$ cat src/rtl/shift_seq_ctrl.sv
// shift_seq_ctrl: sequences an external WIDTH-bit shift register as a full-duplex synchronous serial port.
//
// Ports:
//   clk, rst_n            system clock (rising edge), asynchronous active-low reset
//   start, msb_first      transfer request and direction (1 = MSB first / shift left), sampled in IDLE
//   abort                 cancels any transfer in progress, sampled every cycle
//   tx_data               word to send, latched with start
//   busy, done            transfer in progress / one-cycle completion pulse
//   rx_data               last completed received word
//   sclk, sdo, sdi        serial clock (idle low), serial data out, serial data in
//   sr_cl, sr_w           shift-register clear and parallel write strobes
//   sr_shr, sr_shl        shift-register right/left shift strobes
//   sr_shift_bit          bit shifted into the vacated position
//   sr_din, sr_dout       shift-register parallel load data and current contents
module shift_seq_ctrl #(
    parameter int WIDTH = 8,
    parameter int DIV   = 4
) (
    input  logic             clk,
    input  logic             rst_n,
    input  logic             start,
    input  logic             msb_first,
    input  logic             abort,
    input  logic [WIDTH-1:0] tx_data,
    output logic             busy,
    output logic             done,
    output logic [WIDTH-1:0] rx_data,
    output logic             sclk,
    output logic             sdo,
    input  logic             sdi,
    output logic             sr_cl,
    output logic             sr_w,
    output logic             sr_shr,
    output logic             sr_shl,
    output logic             sr_shift_bit,
    output logic [WIDTH-1:0] sr_din,
    input  logic [WIDTH-1:0] sr_dout
);
    localparam int DW = (DIV > 1) ? $clog2(DIV) : 1;
    localparam int BW = (WIDTH > 1) ? $clog2(WIDTH) : 1;
    localparam logic [DW-1:0] DIV_HALF = DW'(DIV / 2);
    localparam logic [DW-1:0] DIV_LAST = DW'(DIV - 1);
    localparam logic [BW-1:0] BIT_LAST = BW'(WIDTH - 1);

    typedef enum logic [2:0] {IDLE, LOAD, BIT, FINISH, CLEAR} state_t;

    state_t           state, state_nxt;
    logic [DW-1:0]    div_cnt;
    logic [BW-1:0]    bit_cnt;
    logic             samp;
    logic             msb_lat;
    logic [WIDTH-1:0] tx_lat;
    logic             shift_now;

    // Last cycle of a serial bit period: the shift register moves on this edge,
    // so sdo only ever changes at the start of the following sclk-low half.
    assign shift_now = (state == BIT) && (div_cnt == DIV_LAST);

    always_ff @(posedge clk or negedge rst_n) begin
        if (!rst_n)
            state <= IDLE;
        else
            state <= state_nxt;
    end

    always_comb begin
        state_nxt = IDLE;
        case (state)
            IDLE:    state_nxt = abort ? CLEAR : (start ? LOAD : IDLE);
            LOAD:    state_nxt = abort ? CLEAR : BIT;
            BIT:     state_nxt = abort ? CLEAR : ((shift_now && bit_cnt == BIT_LAST) ? FINISH : BIT);
            FINISH:  state_nxt = abort ? CLEAR : IDLE;
            default: state_nxt = IDLE;
        endcase
    end

    always_comb begin
        busy         = state != IDLE;
        sr_w         = state == LOAD;
        sr_cl        = state == CLEAR;
        sr_din       = (state == LOAD) ? tx_lat : '0;
        sclk         = (state == BIT) && (div_cnt >= DIV_HALF);
        sdo          = (state == BIT) && (msb_lat ? sr_dout[WIDTH-1] : sr_dout[0]);
        sr_shl       = shift_now && msb_lat;
        sr_shr       = shift_now && !msb_lat;
        sr_shift_bit = shift_now && samp;
    end

    always_ff @(posedge clk or negedge rst_n) begin
        if (!rst_n) begin
            div_cnt <= '0;
            bit_cnt <= '0;
            samp    <= 1'b0;
            msb_lat <= 1'b0;
            tx_lat  <= '0;
            rx_data <= '0;
            done    <= 1'b0;
        end else begin
            if (state == IDLE && !abort && start) begin
                msb_lat <= msb_first;
                tx_lat  <= tx_data;
            end
            if (state == LOAD) begin
                div_cnt <= '0;
                bit_cnt <= '0;
            end else if (state == BIT) begin
                div_cnt <= shift_now ? '0 : div_cnt + 1'b1;
                if (shift_now)
                    bit_cnt <= bit_cnt + 1'b1;
                // Capture at the edge that ends the first sclk-high cycle.
                if (div_cnt == DIV_HALF)
                    samp <= sdi;
            end
            // Abort in FINISH wins: no new word, no done.
            if (state == FINISH && !abort)
                rx_data <= sr_dout;
            done <= (state == FINISH) && !abort;
        end
    end
endmodule

$ cat config.mk
export PLATFORM = sky130hd
export DESIGN_NAME = shift_seq_ctrl
export DESIGN_NICKNAME = d
export VERILOG_FILES = /design/src/rtl/shift_seq_ctrl.sv
export SDC_FILE = /design/constraint.sdc
export NUM_CORES = 1
export LEC_CHECK = 0
export CAP_MARGIN = 30
export CORE_MARGIN = 2
export CORE_UTILIZATION = 25
export DETAILED_ROUTE_END_ITERATION = 7
export PLACE_DENSITY_LB_ADDON = 0.15
export SYNTH_ARGS = -nofsm -noshare
export SYNTH_HDL_FRONTEND = slang
export SYNTH_SLANG_ARGS = --single-unit
$ cat constraint.sdc
create_clock -name clk -period 1.45 [get_ports clk]
set_input_delay 0.29 -clock clk [delete_from_list [all_inputs] [get_ports clk]]
set_output_delay 0.29 -clock clk [all_outputs]
set_load 0.01 [all_outputs]
-- Word level (Yosys, flattened, before mapping)
Cells that the tools add are included.
- register bits: 27
- bits of input ports: 22
- output and inout port bits: 25
- logic and storage cells: 52
- add/subtract/negate cells: 2
- magnitude comparators: 1
- eq/ne operators: 7
- muxes and demuxes: 15
- bitwise logic cells: 1
- reduce and logical (&&, ||, !) cells: 18
- operator list (operator ; number):
    $mux W3 ; 7
    $pmux W3 S4 ; 1
    $logic_and A1 B1 Y1 ; 10
    $mux W8 ; 1
    $eq A3 B2 Y1 const B ; 2
    $eq A3 B3 Y1 const B ; 2
    $mux W2 ; 3
    $eq A2 B2 Y1 const B ; 2
    $reduce_bool A2 Y1 ; 2
    $add A3 B1 Y3 const B ; 1
    $eq A3 B1 Y1 const B ; 1
    $logic_not A3 Y1 ; 1
    $mux W1 ; 3
    $reduce_and A3 Y1 ; 1
    $reduce_bool A3 Y1 ; 1
    $add A2 B1 Y2 const B ; 1
    $ge A2 B2 Y1 const B ; 1
    $logic_not A1 Y1 ; 2
    $reduce_and A2 Y1 ; 1
    $not A1 Y1 ; 1

-- Longest topological paths before layout
Gate-level depths: netlist of the first run.
- depth after elaboration: 6
- mapped depth: 5
- depth with buffers taken out: 5

-- Least setup slack after synthesis of the first run
OpenSTA, ideal clock, no wires.
- kind: reg-to-output
- start: register state[0]
- end: output sr_shr
- arrival: 1.083 ns
- required time: 1.160 ns
- path slack: 0.077 ns
- cell stages (with the launch flop): 4
- path buffers: 1
- path through: dfrtp_1 buf_6 and4bb_2 nor2b_1
- word-level cells in the longest chain between the ends: 3
- RTL lines (what ; RTL line ; text):
    start: declaration ; 47 ; state_t state, state_nxt;
    start signal: assignment ; 63 ; state <= state_nxt;
    $eq A3 B2 Y1 ; 57 ; assign shift_now = (state == BIT) && (div_cnt == DIV_LAST);
    $logic_and A1 B1 Y1 ; 57 ;
    $logic_and A1 B1 Y1 ; 85 ; sr_shr = shift_now && !msb_lat;
    end: declaration ; 33 ; output logic sr_shr,
Every way passes these cells.

-- Final worst setup path of the first run
- start: register state[2]
- end: output sr_shr
The elaborated chain is that of the path after synthesis.

==> flow_metrics.env, run 1 <==
export IMPL_outcome="finished with violations"
export IMPL_violations="negative setup slack"
export IMPL_finalHoldViolations=0
export IMPL_syn_inst=98
export IMPL_synth_ff_type="dfrtp_1"
export IMPL_htreeDepth=1
export IMPL_ys_ff_latch=27
export IMPL_numClockSinks=27
export IMPL_synth_xor_area_share=0.00701
export IMPL_multi_input_area_um2=624
export IMPL_holdWs_ps=380
export IMPL_synth_top_family_by_area="multiplexers"
export IMPL_synth_edf_count=0
export IMPL_grt_max_degree=28
export IMPL_drc=0
export IMPL_die_h_um=74.7
export IMPL_areaGrowthSynthToFinish_pct=62.1
export IMPL_syn_cell_area_um2=1250
export IMPL_yosys_warnings=0
export IMPL_yosysUniqueCellTypes=26
export IMPL_synth_mux_area_frac=0.179
export IMPL_grt_pass1_vias=1074
export IMPL_fin_cells=235
export IMPL_n_fill_cell=455
export IMPL_critPathKind="reg -> out"
export IMPL_start_util=0.261
export IMPL_ioPinCount=47
export IMPL_drive_above_1_share=0.470
export IMPL_worst_slew_pin_transition_ps=354
export IMPL_dieArea_um2=5580
export IMPL_io_buffers=46
export IMPL_clock_root_buffer="clkbuf_8"
export IMPL_critPathMaxFanout=4
export IMPL_cts_buffers=3
export IMPL_cp_end_kind="primary output"
export IMPL_clkTransAtPathRegs_ps=90
export IMPL_ant_nets=0
export IMPL_syn_mean_instance_area_um2=12.8
export IMPL_slew_headroom=0.764
export IMPL_worstPathBufferInverterCount=2
export IMPL_first_iter_violations=16
export IMPL_cp_cell_sequence="buf_6 -> and4bb_2 -> nor2b_1 -> buf_2"
export IMPL_dr_pass1_iters=4
export IMPL_routed_top_layer="met4"
export IMPL_core_um2=4790
export IMPL_hold_path_class="in -> async"
export IMPL_rsz0062_at_grt="true"
export IMPL_antenna_found_initial=0
export IMPL_r2r_start="state[2]$_DFF_PN0_"
export IMPL_wl_per_cell_um=13.5
export IMPL_required_ps=1160
export IMPL_max_freq_mhz=577
export IMPL_crit_family="flip-flops"
export IMPL_max_cap_violations=0
export IMPL_p_leak_uw=0.000975
export IMPL_utilization=0.423
export IMPL_met3WireLength_um=131
export IMPL_track_usage=0.125
export IMPL_finClkSkew_ps=1.14
export IMPL_reg2reg_to="rx_data[7]$_DFFE_PN0P_"
export IMPL_worst_slack_ps=-283
export IMPL_syn_num_nets=124
export IMPL_critPathMaxStageDelay_ps=460
export IMPL_period_share=1.20
export IMPL_dp_hpwl_um=2140
export IMPL_drt_met1_wl_um=1330
export IMPL_slew_viol_final=0
export IMPL_die_w_um=74.7
export IMPL_fin_tns_setup_ps=-3340
export IMPL_ir_drop_mv=0.382
export IMPL_worstPathArrival_ps=1440
export IMPL_route_vias_total=999
export IMPL_synth_simple_gate_area_frac=0.164
export IMPL_yosysSeqAreaShare=0.541
export IMPL_vias_per_cell=4.25
export IMPL_async_flop_share=1.00
export IMPL_grt_overflow_total=0
export IMPL_slowest_stage="dfrtp_2"
export IMPL_place_inst=224
export IMPL_num_rows=25
export IMPL_wl_met2_um=1650
export IMPL_layout_nets=195
export IMPL_grt_pass1_wl_um=5240
export IMPL_synthAdderAreaFrac=0.0400
export IMPL_powerDensity_nw_per_um2=905
export IMPL_diodes=0
export IMPL_synth_compound_area_frac=0.0380
export IMPL_seqCellArea_um2=678
export IMPL_clock_latency_ps=280
export IMPL_worst_r2r_cell_count=4
export IMPL_setup_viol=22
export IMPL_cts_tree="done"
export IMPL_clockBufferDepth=2
export IMPL_routabilityCongestion=0.690
export IMPL_wl_um=3160
export IMPL_fin_crit_ps=1730
export IMPL_power_uw=1830
export IMPL_reg2reg_slack_ps=-40
export IMPL_crit_path_start_kind="flop"
## Yosys cell counts, types with 2 or more instances
cell type	number	area share
a21oi_1	2	0.0080
a22o_1	2	0.014
and2_1	11	0.055
buf_4	2	0.012
dfrtp_1	27	0.54
ha_1	4	0.040
inv_1	2	0.0060
mux2_2	19	0.17
nand2_1	2	0.0060
nand3_1	2	0.0080
nor2_1	5	0.015
nor2b_1	2	0.010
nor3_1	2	0.0080
o21ai_0	4	0.016
## report_power, final
group          switching, µW  internal, µW  leakage [µW]
Combinational            189           289      0.000606
Sequential              61.9           854      0.000347
Clock                    244           195     0.0000217
Total                    495          1340      0.000975
## layout by cell type, fill, tap and decap left out, types with 2 or more instances in the layout
cell / instances
dfrtp_1: 25
and2_1: 9
nor2_4: 2
o21ai_0: 4
dlygate4sd2_1: 9
nor3_1: 2
buf_2: 13
clkdlybuf4s50_1: 21
dfrtp_2: 2
clkbuf_8: 3
a22o_1: 2
and3_4: 2
nor2b_1: 2
mux2_2: 15
a21oi_1: 2
nor2_1: 3
mux2_4: 4
buf_4: 17
ha_1: 2
nand3_1: 2
buf_6: 6
nor2_2: 2
and2_4: 2
nand3_4: 2
## through the flow
| step | instance area, µm² | worst slack (ps) |
|---|---|---|
| 5_1_grt | 2030 | -358 |
| 2_1_floorplan | 1250 | 76.6 |
| 4_1_cts | 1970 | -328 |
| 3_5_place_dp | 1920 | -345 |
| 3_3_place_gp | 1920 | -343 |
| 6_report | 2030 | -283 |
## worst max-delay path by stage
stage               depth (start not counted)               endpoint          startpoint
global route                                4                 sr_shr  state[2]$_DFF_PN0_
detailed placement                          5  tx_lat[5]$_DFFE_PN0P_               abort
CTS                                         4              sr_din[1]  state[2]$_DFF_PN0_
finish                                      4                 sr_shr  state[2]$_DFF_PN0_
floorplan                                   3                 sr_shr  state[0]$_DFF_PN0_
global placement                            4              sr_din[5]  state[1]$_DFF_PN0_
## flip-flops by register name, summed over array words and instances, names as in the netlist
name and count:
rx_data 8, msb_lat 1, div_cnt 2, state 3, done 1, tx_lat 8, samp 1, bit_cnt 3
## metal layers
layer / up-vias / global-route usage
met5: - / 0
met4: 0 / 0.0536
met3: 5 / 0.0228
met2: 26 / 0.208
met1: 485 / 0.161
li1: 483 / -
## what timing repair did
item | 4_1_cts | 5_1_grt
buffers inserted | 4 | 4
gates cloned | 2 | 0
endpoints found under the hold margin | 0 | 0
pin swaps | 7 | 9
resized for setup | 83 | 18
hold buffers | 0 | 0
endpoints found under the setup margin | 43 | 35
## cell type report
cell class | count | area share
clock inverter | 1 | 0.00371
tap | 67 | 0.0414
inverter | 2 | 0.00494
multi-input combinational | 67 | 0.308
clock buffer | 3 | 0.0204
sequential | 27 | 0.335
timing repair buffer | 68 | 0.287
## logic make-up (layout without fill, tap and decap cells)
kind of cell | after synthesis | count (layout)
AND/OR/NAND/NOR | 32 | 34
flip-flops | 27 | 27
multiplexers | 20 | 20
AO/OA/AOI/OAI | 8 | 8
buffers and inverters | 6 | 74
adder cells (fa/ha/maj) | 4 | 4
XOR/XNOR | 1 | 1
Note: power is estimated with default switching activity, not from simulation.
==> run 2, diff against run 1 <==
- GPL_TIMING_DRIVEN: not set -> 1
==> results of run 2 <==
No change in the layout: final DEF, timing and power equal those of run 1.
==> variant (settings of run 1) <==
The parameter `DIV` goes from 4 to 2.
--- a/src/rtl/shift_seq_ctrl.sv
+++ b/src/rtl/shift_seq_ctrl.sv
@@ -14,7 +14,7 @@
 //   sr_din, sr_dout       shift-register parallel load data and current contents
 module shift_seq_ctrl #(
     parameter int WIDTH = 8,
-    parameter int DIV   = 4
+    parameter int DIV   = 2
 ) (
     input  logic             clk,
     input  logic             rst_n,
Function: changed (a bounded check fails within 4 cycles, from zero or initial values and one cycle with rst_n low).
==> variant against run 1 <==
The run still ends with negative setup slack left; setup slack better by 0.051 ns; die area is 3.8% lower; area after synthesis is 4.0% lower; synthesized cell count is 12% lower; wire length is 11% lower; combinational power is 10% lower; sequential cell count is 1 lower; clock skew is 0.0031 ns higher; final area is 2.5% lower; maximum frequency is 3.0% higher; power is 2.6% lower; sequential share of layout area is 0.40 points lower; register-to-register slack hardly changed; critical path type unchanged.
==> variant: results (changes against run 1) <==
* Clk_skew at 0.00427 ns (+0.00312 ns)
* Endpoints failing setup at 25 (+14%)
* Top post-synthesis cells by area: dfrtp_1 (54%), mux2_2 (17%), and2_1 (5.7%)
* Fillers at 454 (-0.22%)
* WP data arrival at 1.39 ns (-0.05 ns)
* Biggest cell delay along the critical path at 0.44 ns (-0.02 ns)
* First-pass GRT wire length at 4.68 mm (-11%)
* Failing checks: negative setup slack
* DR iter-0 viols at 27 (+11)
* Library cells used by synthesis at 25 (-3.8%)
* Overall global routing resource usage at 11.3% (-1.2 points)
* DPL Wire Length at 1.94 mm (-9.8%)
* Setup WS pre-CTS at -0.506 ns (-0.161 ns)
* Routed WL at 2.82 mm (-11%)
* Max FO, Critical Path at 3 (-1)
* Nets at 184 (-5.6%)
* Fin Setup TNS at -2.93 ns (+0.407 ns)
* Ratio of cells with drive above 1 in the final layout at 50.9% (+3.9 points)
* Fin worst setup slack at -0.232 ns (+0.0512 ns)
* Register area share after synthesis at 54.2% (+0.17 points)
* Mapped Nets at 110 (-11%)
* Reg2Reg Depth at 7 (+3)
* Synth top cells by count: dfrtp_1 (26), mux2_2 (18), and2_1 (11), buf_6 (3), nor2_4 (3)
* Via density at 4.36 (+2.6%)
* Leakage power at 0.987 nW (+1.3%)
* Status: finished, violations left
* R2R Path Start: state[1]
==> variant: worst max path at each step <==
stage / startpoint / endpoint / slack [ns] / depth (start not counted)
2_1_floorplan: state[2] / sr_shr / 0.04 / 4
3_3_place_gp: sr_dout[7] / sdo / -0.48 / 4
3_5_place_dp: sr_dout[7] / sdo / -0.51 / 4
4_1_cts: state[2] / sr_shift_bit / -0.25 / 4
5_1_grt: state[2] / sr_shift_bit / -0.30 / 4
6_report: state[2] / sr_shift_bit / -0.23 / 4
==> variant: final cells by class <==
class                           count  area, um^2  share of cell area, %
Tap cell                           54        67.6                   3.42
Multi-Input combinational cell     55         553                   28.0
Sequential cell                    26         653                   33.1
Inverter                            1        3.75                  0.190
Timing Repair Buffer               73         642                   32.5
Clock buffer                        4        55.1                   2.79
==> variant: power groups by stage <==
stage / Clock [W] / Sequential, W / Combinational (W)
6_report: 0.000464 / 0.000895 / 0.000428
5_1_grt: 0.000510 / 0.000913 / 0.000467
4_1_cts: 0.000488 / 0.000892 / 0.000406
3_5_place_dp: 0 / 0.000906 / 0.000418
3_3_place_gp: 0 / 0.000900 / 0.000409
2_1_floorplan: 0 / 0.000898 / 0.000181
==> variant: worst max-delay path, delay by kind of cell (launching register included) <==
family,cells,cell delay (ns)
simple gates,2,0.48
flops,1,0.44
buf+inv,2,0.20
==> variant: cells by family (layout without fill, tap and decap cells) <==
| logic type | Yosys count | count (layout) | synth area share (%) |
|---|---|---|---|
| compound gates | 5 | 5 | 2.92 |
| buf+inv | 6 | 78 | 4.38 |
| mux | 20 | 20 | 19.0 |
| flops | 26 | 26 | 54.2 |
| xor+xnor | 1 | 1 | 0.730 |
| fa+ha+maj | 2 | 2 | 2.09 |
| simple gates | 26 | 27 | 16.7 |
==> variant: per-stage QoR <==
stage                     hold slack, ns  instances
after floorplan                 -0.00559         86
after global placement             0.480        197
after detailed placement           0.487        197
after CTS                          0.398        208
after global routing               0.420        213
final                              0.390        213
==> variant: what timing repair did <==
item | in CTS | in global routing
buffers inserted | 6 | 6
endpoints found under the hold margin | 0 | 0
resized for setup | 82 | 19
pin swaps | 7 | 9
endpoints found under the setup margin | 42 | 35
gates cloned | 1 | 0
hold buffers | 0 | 0
==> variant: layer usage <==
metal / global-route usage, % / vias to the layer above / routed length (um)
met5: 0 / - / 0
met4: 4.94 / 0 / 34
met3: 1.23 / 2 / 86
met2: 18.9 / 21 / 1480
met1: 14.8 / 460 / 1220
li1: - / 446 / -
